## config.mk

```make
export PLATFORM = sky130hd
export DESIGN_NAME = register_rename
export DESIGN_NICKNAME = d
export VERILOG_FILES = /design/src/rtl/Purple_Jade_pkg.sv /design/src/rtl/bsg_priority_encode.sv /design/src/rtl/register_rename.sv
export SDC_FILE = /design/constraint.sdc
export NUM_CORES = 1
export LEC_CHECK = 0
export CAP_MARGIN = 40
export CORE_MARGIN = 2
export CORE_UTILIZATION = 35
export DETAILED_ROUTE_END_ITERATION = 7
export SKIP_LAST_GASP = 1
export SLEW_MARGIN = 5
export SYNTH_ARGS = -nofsm -noshare
export SYNTH_HDL_FRONTEND = slang
export SYNTH_SLANG_ARGS = --single-unit
```

## constraint.sdc

```tcl
create_clock -name clk_i -period 3.6 [get_ports clk_i]
set_input_delay 0.72 -clock clk_i [delete_from_list [all_inputs] [get_ports clk_i]]
set_output_delay 0.72 -clock clk_i [all_outputs]
set_load 0.005 [all_outputs]
```

## src/rtl/Purple_Jade_pkg.sv

```systemverilog
// Shared types and sizes for the rename stage.
//   NUM_ARCH_REG / NUM_PHYS_REG : architectural and physical register counts
//   decoded_instr_t             : instruction entering rename (from decode)
//   renamed_instruction_t       : instruction leaving rename (to the issue table)
package Purple_Jade_pkg;

    localparam int NUM_ARCH_REG = 8;
    localparam int NUM_PHYS_REG = 32;
    localparam int ARCH_ID_W    = $clog2(NUM_ARCH_REG);
    localparam int PHYS_ID_W    = $clog2(NUM_PHYS_REG);
    localparam int IMM_W        = 16;

    typedef enum logic [1:0] {
        FU_ALU    = 2'd0,
        FU_MUL    = 2'd1,
        FU_MEM    = 2'd2,
        FU_BRANCH = 2'd3
    } func_unit_e;

    typedef enum logic [2:0] {
        BCC_NONE = 3'd0,
        BCC_EQ   = 3'd1,
        BCC_NE   = 3'd2,
        BCC_LT   = 3'd3,
        BCC_GE   = 3'd4,
        BCC_LTU  = 3'd5,
        BCC_GEU  = 3'd6,
        BCC_JAL  = 3'd7
    } bcc_op_e;

    typedef struct packed {
        logic [31:0]          pc;
        logic [6:0]           opcode;
        func_unit_e           func_unit;
        logic [ARCH_ID_W-1:0] dest;
        logic [ARCH_ID_W-1:0] src1;
        logic [ARCH_ID_W-1:0] src2;
        logic                 imm;
        logic [IMM_W-1:0]     immediate;
        logic                 w_v;
        logic [3:0]           flags;
        bcc_op_e              bcc_op;
        logic                 branch_speculation;
    } decoded_instr_t;

    typedef struct packed {
        logic [31:0]          pc;
        logic [6:0]           opcode;
        func_unit_e           func_unit;
        logic [PHYS_ID_W-1:0] source_1;
        logic [IMM_W-1:0]     source2_imm;
        logic                 imm;
        logic                 w_v;
        logic [PHYS_ID_W-1:0] dest_id;
        logic [PHYS_ID_W-1:0] alloc_reg;
        logic [PHYS_ID_W-1:0] freed_reg;
        logic [3:0]           flags;
        bcc_op_e              bcc_op;
        logic                 branch_speculation;
    } renamed_instruction_t;

endpackage

```

## src/rtl/bsg_priority_encode.sv

```systemverilog
// Priority encoder: returns the index of the first set bit of i.
//   i       : request vector
//   addr_o  : index of the winning bit ('0 when nothing is set)
//   v_o     : any bit set
// lo_to_hi_p=1 gives the lowest set index priority, otherwise the highest.
module bsg_priority_encode #(
    parameter int width_p    = 32,
    parameter bit lo_to_hi_p = 1'b1
) (
    input  logic [width_p-1:0]         i,
    output logic [$clog2(width_p)-1:0] addr_o,
    output logic                       v_o
);

    localparam int AW = $clog2(width_p);

    generate
        if (lo_to_hi_p) begin : g_lo_to_hi
            // Scan downward so the lowest set bit is the last to write.
            always_comb begin
                addr_o = '0;
                for (int k = width_p - 1; k >= 0; k--) begin
                    if (i[k]) addr_o = AW'(k);
                end
            end
        end else begin : g_hi_to_lo
            always_comb begin
                addr_o = '0;
                for (int k = 0; k < width_p; k++) begin
                    if (i[k]) addr_o = AW'(k);
                end
            end
        end
    endgenerate

    assign v_o = |i;

endmodule

```

## src/rtl/register_rename.sv

```systemverilog
// Single-issue rename stage feeding the issue table.
//   clk_i, reset_i (async, active-low)
//   instruction_i/valid_i/ready_o          : decoded instruction in
//   instruction_o/valid_o/ready_i          : renamed instruction out (registered, latency 1)
//   commit_v_i/commit_arch_i/commit_alloc_i/commit_freed_i : retirement of a writing instruction
//   flush_i                                : mispredict, roll speculative state back to committed
// Keeps a speculative RAT + free bitmap (used for renaming) and a committed
// RAT + free bitmap (updated at retirement, copied back on flush).
module register_rename
    import Purple_Jade_pkg::*;
#(
    parameter int arch_regs_p = NUM_ARCH_REG,
    parameter int phys_regs_p = NUM_PHYS_REG
) (
    input  logic                           clk_i,
    input  logic                           reset_i,
    input  decoded_instr_t                 instruction_i,
    input  logic                           valid_i,
    output logic                           ready_o,
    output renamed_instruction_t           instruction_o,
    output logic                           valid_o,
    input  logic                           ready_i,
    input  logic                           commit_v_i,
    input  logic [$clog2(arch_regs_p)-1:0] commit_arch_i,
    input  logic [$clog2(phys_regs_p)-1:0] commit_alloc_i,
    input  logic [$clog2(phys_regs_p)-1:0] commit_freed_i,
    input  logic                           flush_i
);

    localparam int PW = $clog2(phys_regs_p);

    // Mapping tables and free bitmaps (bit set = physical register free).
    logic [PW-1:0]          r_spec_rat [arch_regs_p];
    logic [PW-1:0]          r_comm_rat [arch_regs_p];
    logic [phys_regs_p-1:0] r_spec_free;
    logic [phys_regs_p-1:0] r_comm_free;

    logic                   r_valid;
    renamed_instruction_t   r_instr;

    logic [PW-1:0]          w_spec_rat_next [arch_regs_p];
    logic [PW-1:0]          w_comm_rat_next [arch_regs_p];
    logic [phys_regs_p-1:0] w_spec_free_next;
    logic [phys_regs_p-1:0] w_comm_free_next;
    logic [phys_regs_p-1:0] w_free_reset;

    logic [PW-1:0]          w_alloc;
    logic                   w_any_free;
    logic                   w_advance;
    logic                   w_accept;
    logic                   w_alloc_en;
    renamed_instruction_t   w_renamed;

    // Registers 0..arch_regs_p-1 hold the identity mapping out of reset.
    genvar gi;
    generate
        for (gi = 0; gi < phys_regs_p; gi++) begin : g_free_reset
            assign w_free_reset[gi] = (gi >= arch_regs_p);
        end
    endgenerate

    // Allocation reads the registered bitmap, so a register released by a
    // commit this cycle only becomes allocatable next cycle.
    bsg_priority_encode #(
        .width_p    (phys_regs_p),
        .lo_to_hi_p (1'b1)
    ) u_free_pe (
        .i      (r_spec_free),
        .addr_o (w_alloc),
        .v_o    (w_any_free)
    );

    assign w_advance  = ~r_valid | ready_i;
    assign ready_o    = reset_i & w_advance & ~flush_i & (~instruction_i.w_v | w_any_free);
    assign w_accept   = valid_i & ready_o;
    assign w_alloc_en = w_accept & instruction_i.w_v;

    always_comb begin
        w_renamed                    = '0;
        w_renamed.pc                 = instruction_i.pc;
        w_renamed.opcode             = instruction_i.opcode;
        w_renamed.func_unit          = instruction_i.func_unit;
        w_renamed.imm                = instruction_i.imm;
        w_renamed.w_v                = instruction_i.w_v;
        w_renamed.flags              = instruction_i.flags;
        w_renamed.bcc_op             = instruction_i.bcc_op;
        w_renamed.branch_speculation = instruction_i.branch_speculation;
        w_renamed.source_1           = r_spec_rat[instruction_i.src1];
        w_renamed.source2_imm        = instruction_i.imm ? instruction_i.immediate
                                                         : IMM_W'(r_spec_rat[instruction_i.src2]);
        if (instruction_i.w_v) begin
            w_renamed.alloc_reg = w_alloc;
            w_renamed.dest_id   = w_alloc;
            w_renamed.freed_reg = r_spec_rat[instruction_i.dest];
        end
    end

    // Committed state after this cycle's retirement; also the flush target.
    always_comb begin
        w_comm_rat_next  = r_comm_rat;
        w_comm_free_next = r_comm_free;
        if (commit_v_i) begin
            w_comm_rat_next[commit_arch_i]   = commit_alloc_i;
            w_comm_free_next[commit_alloc_i] = 1'b0;
            w_comm_free_next[commit_freed_i] = 1'b1;
        end
    end

    // Allocation and release touch different bits, so both apply together.
    always_comb begin
        w_spec_rat_next  = r_spec_rat;
        w_spec_free_next = r_spec_free;
        if (flush_i) begin
            w_spec_rat_next  = w_comm_rat_next;
            w_spec_free_next = w_comm_free_next;
        end else begin
            if (w_alloc_en) begin
                w_spec_rat_next[instruction_i.dest] = w_alloc;
                w_spec_free_next[w_alloc]           = 1'b0;
            end
            if (commit_v_i) begin
                w_spec_free_next[commit_freed_i] = 1'b1;
            end
        end
    end

    always_ff @(posedge clk_i or negedge reset_i) begin
        if (!reset_i) begin
            for (int k = 0; k < arch_regs_p; k++) begin
                r_spec_rat[k] <= PW'(k);
                r_comm_rat[k] <= PW'(k);
            end
            r_spec_free <= w_free_reset;
            r_comm_free <= w_free_reset;
        end else begin
            r_spec_rat  <= w_spec_rat_next;
            r_comm_rat  <= w_comm_rat_next;
            r_spec_free <= w_spec_free_next;
            r_comm_free <= w_comm_free_next;
        end
    end

    // Output register holds its contents while the issue table stalls.
    always_ff @(posedge clk_i or negedge reset_i) begin
        if (!reset_i) begin
            r_valid <= 1'b0;
            r_instr <= '0;
        end else if (flush_i) begin
            r_valid <= 1'b0;
        end else if (w_advance) begin
            r_valid <= w_accept;
            if (w_accept) r_instr <= w_renamed;
        end
    end

    assign valid_o       = r_valid;
    assign instruction_o = r_instr;

`ifndef SYNTHESIS
    // Every free-list entry is either free or held by an uncommitted writer.
    int r_inflight;

    always_ff @(posedge clk_i or negedge reset_i) begin
        if (!reset_i) begin
            r_inflight <= 0;
        end else if (flush_i) begin
            r_inflight <= 0;
        end else begin
            r_inflight <= r_inflight + (w_alloc_en ? 1 : 0) - (commit_v_i ? 1 : 0);
        end
    end

    always_ff @(posedge clk_i) begin
        if (reset_i) begin
            assert ($countones(r_spec_free) + r_inflight == phys_regs_p - arch_regs_p);
        end
    end
`endif

endmodule

```

==> impl_metrics.tcl <==
set metrics [dict create \
    outcome "finished clean" \
    timing.fmax_mhz 288.2 \
    cpLargestDelayFamily "simple AND/OR/NAND/NOR gates" \
    startpoint_type "flip-flop" \
    multi_input_comb_area_um2 4716 \
    layout.nets 1247 \
    routed_via_density 5.486 \
    synth_flop_cell "dfrtp_1" \
    async_flop_share_pct 100.0 \
    cts_buffer_depth 3 \
    syn_inst 960 \
    grt_max_degree 166 \
    avgSynthCellArea_um2 11.24 \
    grt_pass1_vias 8573 \
    cp_slowest_cell "dfrtp_1" \
    critPathBufInv 1 \
    cts_max_level 1 \
    synth_seq_cells 227 \
    max-vdd-ir-drop_mv 0.3271 \
    pwr-share-comb_pct 24.5 \
    diodes 0 \
    fin_crit_ps 3470 \
    hpwl_um 22760 \
    crit_chain "nor4_2 > nand4_1 > or3_1 > and3_1 > clkdlybuf4s50_1" \
    setup_viol 0 \
    die_area_um2 32260 \
    final_cell_mix "clkdlybuf4s50_1 (181), dfrtp_1 (155), nand2_1 (148)" \
    arrival_ps 2750 \
    grt_pass1_wl_um 50800 \
    cp_max_fo 6 \
    crit_type "reg -> out" \
    drt-total-wl_um 32020 \
    required_ps 2880 \
    start_util_pct 35.38 \
    synth_edf_count 0 \
    io_pins 184 \
    gp_congestion 0.8285 \
    yosysSeqAreaShare_pct 53.47 \
    p_int_w 0.005965 \
    die_h_um 179.6 \
    tightest_slew_ps 926.9 \
    fin_ws_ps 130.2 \
    seqPwrFrac_pct 44.2 \
    slowest_delay_ps 450 \
    grt_overflow 0 \
    ant_nets 0 \
    timing.final.max_slew_violations 0 \
    antenna_found_initial 0 \
    synth_area_um2 10790 \
    endpoint_kind "output pin" \
    drive_gt1_share_pct 24.00 \
    fin_crit_sh_pct 96.38 \
    post_cts_buffers 0 \
    cts_root_buf "clkbuf_16" \
    syn_to_final_growth_pct 30.22 \
    core_um2 30510 \
    cts_tree "yes" \
    syn_nets 1055 \
    hold_path.class "in -> async" \
    vias 8596 \
    fp.dieW_um 179.6 \
    p_sw_share_pct 28.99 \
    cts_buffers 25 \
    power_switching_w 0.002435 \
    max_cap_viol_count 0 \
    rows 64 \
    timing.rr.start "r_spec_free[30]" \
    worstRegToRegCells 7 \
    drcViolationCount 0 \
    r2r-end "r_spec_free[6]" \
    regToRegSetupSlack_ps 680 \
    final_common_cell "clkdlybuf4s50_1" \
    clk_latency_ps 530 \
    crit_start "r_spec_free[4]" \
    power.share.clock_pct 31.3 \
    cellPowerDensity_nw_per_um2 597.7 \
    n_fill_cell 2838 \
    slew_headroom_pct 38.21 \
    wl_per_cell_um 20.43 \
    firstDrtPassIters 6 \
    hold_violations 0 \
    path_clk_slew_ps 60 \
    synth_warnings 0 \
    grt_usage_pct 19.59 \
    ys_types 59 \
    setup_tns_ps 0 \
    seq_area_um2 5771 \
    clock-sinks 227 \
    drt-initial-drc-count 564 \
    dp_slack_ps 469.0 \
    p_leak_nw 5.798 \
    numPortBuffers 183 \
    skew_ps 14.91 \
    cp.depth 5 \
]
==> worst max path at each step <==
stage / endpoint / slack (ps)
2_1_floorplan: r_spec_rat[34] / 1010
3_3_place_gp: ready_o / 480
3_5_place_dp: ready_o / 470
4_1_cts: ready_o / 5
5_1_grt: ready_o / -10
6_report: ready_o / 130
==> state kept, by name, indices dropped and copies added, names as in the netlist <==
| register | flops |
|---|---|
| instruction_o | 82 |
| r_comm_rat | 40 |
| r_spec_rat | 40 |
| r_comm_free | 32 |
| r_spec_free | 32 |
| valid_o | 1 |
==> through the flow <==
stage | area (um^2) | cells | total power [W] | hold WS (ps) | util (%)
global route | 14050 | 1567 | 0.008820 | 460.5 | 46.07
global placement | 13180 | 1521 | 0.005716 | 459.9 | 43.21
detailed placement | 13180 | 1521 | 0.005777 | 469.9 | 43.21
floorplan | 10790 | 960 | 0.004725 | 424.4 | -
finish | 14050 | 1567 | 0.008400 | 385.3 | 46.07
CTS | 14020 | 1567 | 0.008435 | 408.8 | 45.96
==> Yosys cell counts (all sizes together) (2+ instances only) <==
master / count / area (um^2)
nor3: 11 / 55.05
mux4: 26 / 585.6
a21oi: 16 / 80.08
nor2: 67 / 251.5
o21ai: 94 / 470.5
mux2: 91 / 1025
nand3b: 5 / 37.54
a22o: 6 / 52.55
or4: 5 / 37.54
nand4: 6 / 43.79
mux2i: 16 / 160.2
a31oi: 3 / 18.77
a22oi: 4 / 30.03
clkbuf: 34 / 127.6
or3: 8 / 50.05
nand2b: 8 / 50.05
dfstp: 72 / 1892
nor4: 11 / 75.07
nor3b: 7 / 52.55
buf: 23 / 152.6
nand3: 4 / 20.02
o22ai: 2 / 12.51
o31a: 2 / 17.52
a21o: 10 / 75.07
o211ai: 19 / 142.6
or3b: 4 / 35.04
a211o: 2 / 17.52
nand2: 148 / 555.5
and3: 14 / 87.58
and3b: 4 / 35.03
a221o: 33 / 330.3
o221ai: 4 / 35.03
dfrtp: 155 / 3879
nor2b: 5 / 33.78
o31ai: 6 / 45.04
nand4b: 3 / 26.28
inv: 16 / 60.06
o311ai: 4 / 35.04
==> worst register-to-register path, delay by kind of cell (launching register included) <==
family	cells	cell delay [ps]
DFF	1	560
and+or+nand+nor	2	130
AOI/OAI and AO/OA	5	2100
==> repair_timing <==
| action | 4_1_cts | 5_1_grt |
|---|---|---|
| endpoints found under the setup margin | 0 | 1 |
| hold buffers | 0 | 0 |
| hold endpoints to repair | 0 | 0 |
| resized for setup | 0 | 5 |
==> power groups by stage <==
stage / registers, W / logic (W) / clock network, W
finish: 0.00372 / 0.00206 / 0.00263
global route: 0.00379 / 0.00224 / 0.00279
CTS: 0.00369 / 0.00206 / 0.00269
detailed placement: 0.00373 / 0.00205 / 0
global placement: 0.00370 / 0.00201 / 0
floorplan: 0.00360 / 0.00113 / 0
==> cell type report <==
type / instances / area share, %
clock buffers: 34 / 4.905
clock inverters: 12 / 1.059
inverters: 16 / 0.4273
multi-input cells: 660 / 33.55
flip-flops and latches: 227 / 41.06
well taps: 396 / 3.525
repair buffers: 222 / 15.47
==> cell families after synthesis <==
group | synth area share [%]
mux | 16.40
simple gates | 13.52
flops | 53.47
buf+inv | 3.153
compound gates | 13.46
==> per-layer routing <==
metal  vias to the layer above  track usage (%)  share of wire (%)
li1                       3904                -                  -
met1                      4273            27.56                 45
met2                       375            31.17                 45
met3                        44            3.951                7.2
met4                         0            4.650                2.0
met5                         -                0                  0
Power figures use the tool's default switching activity.
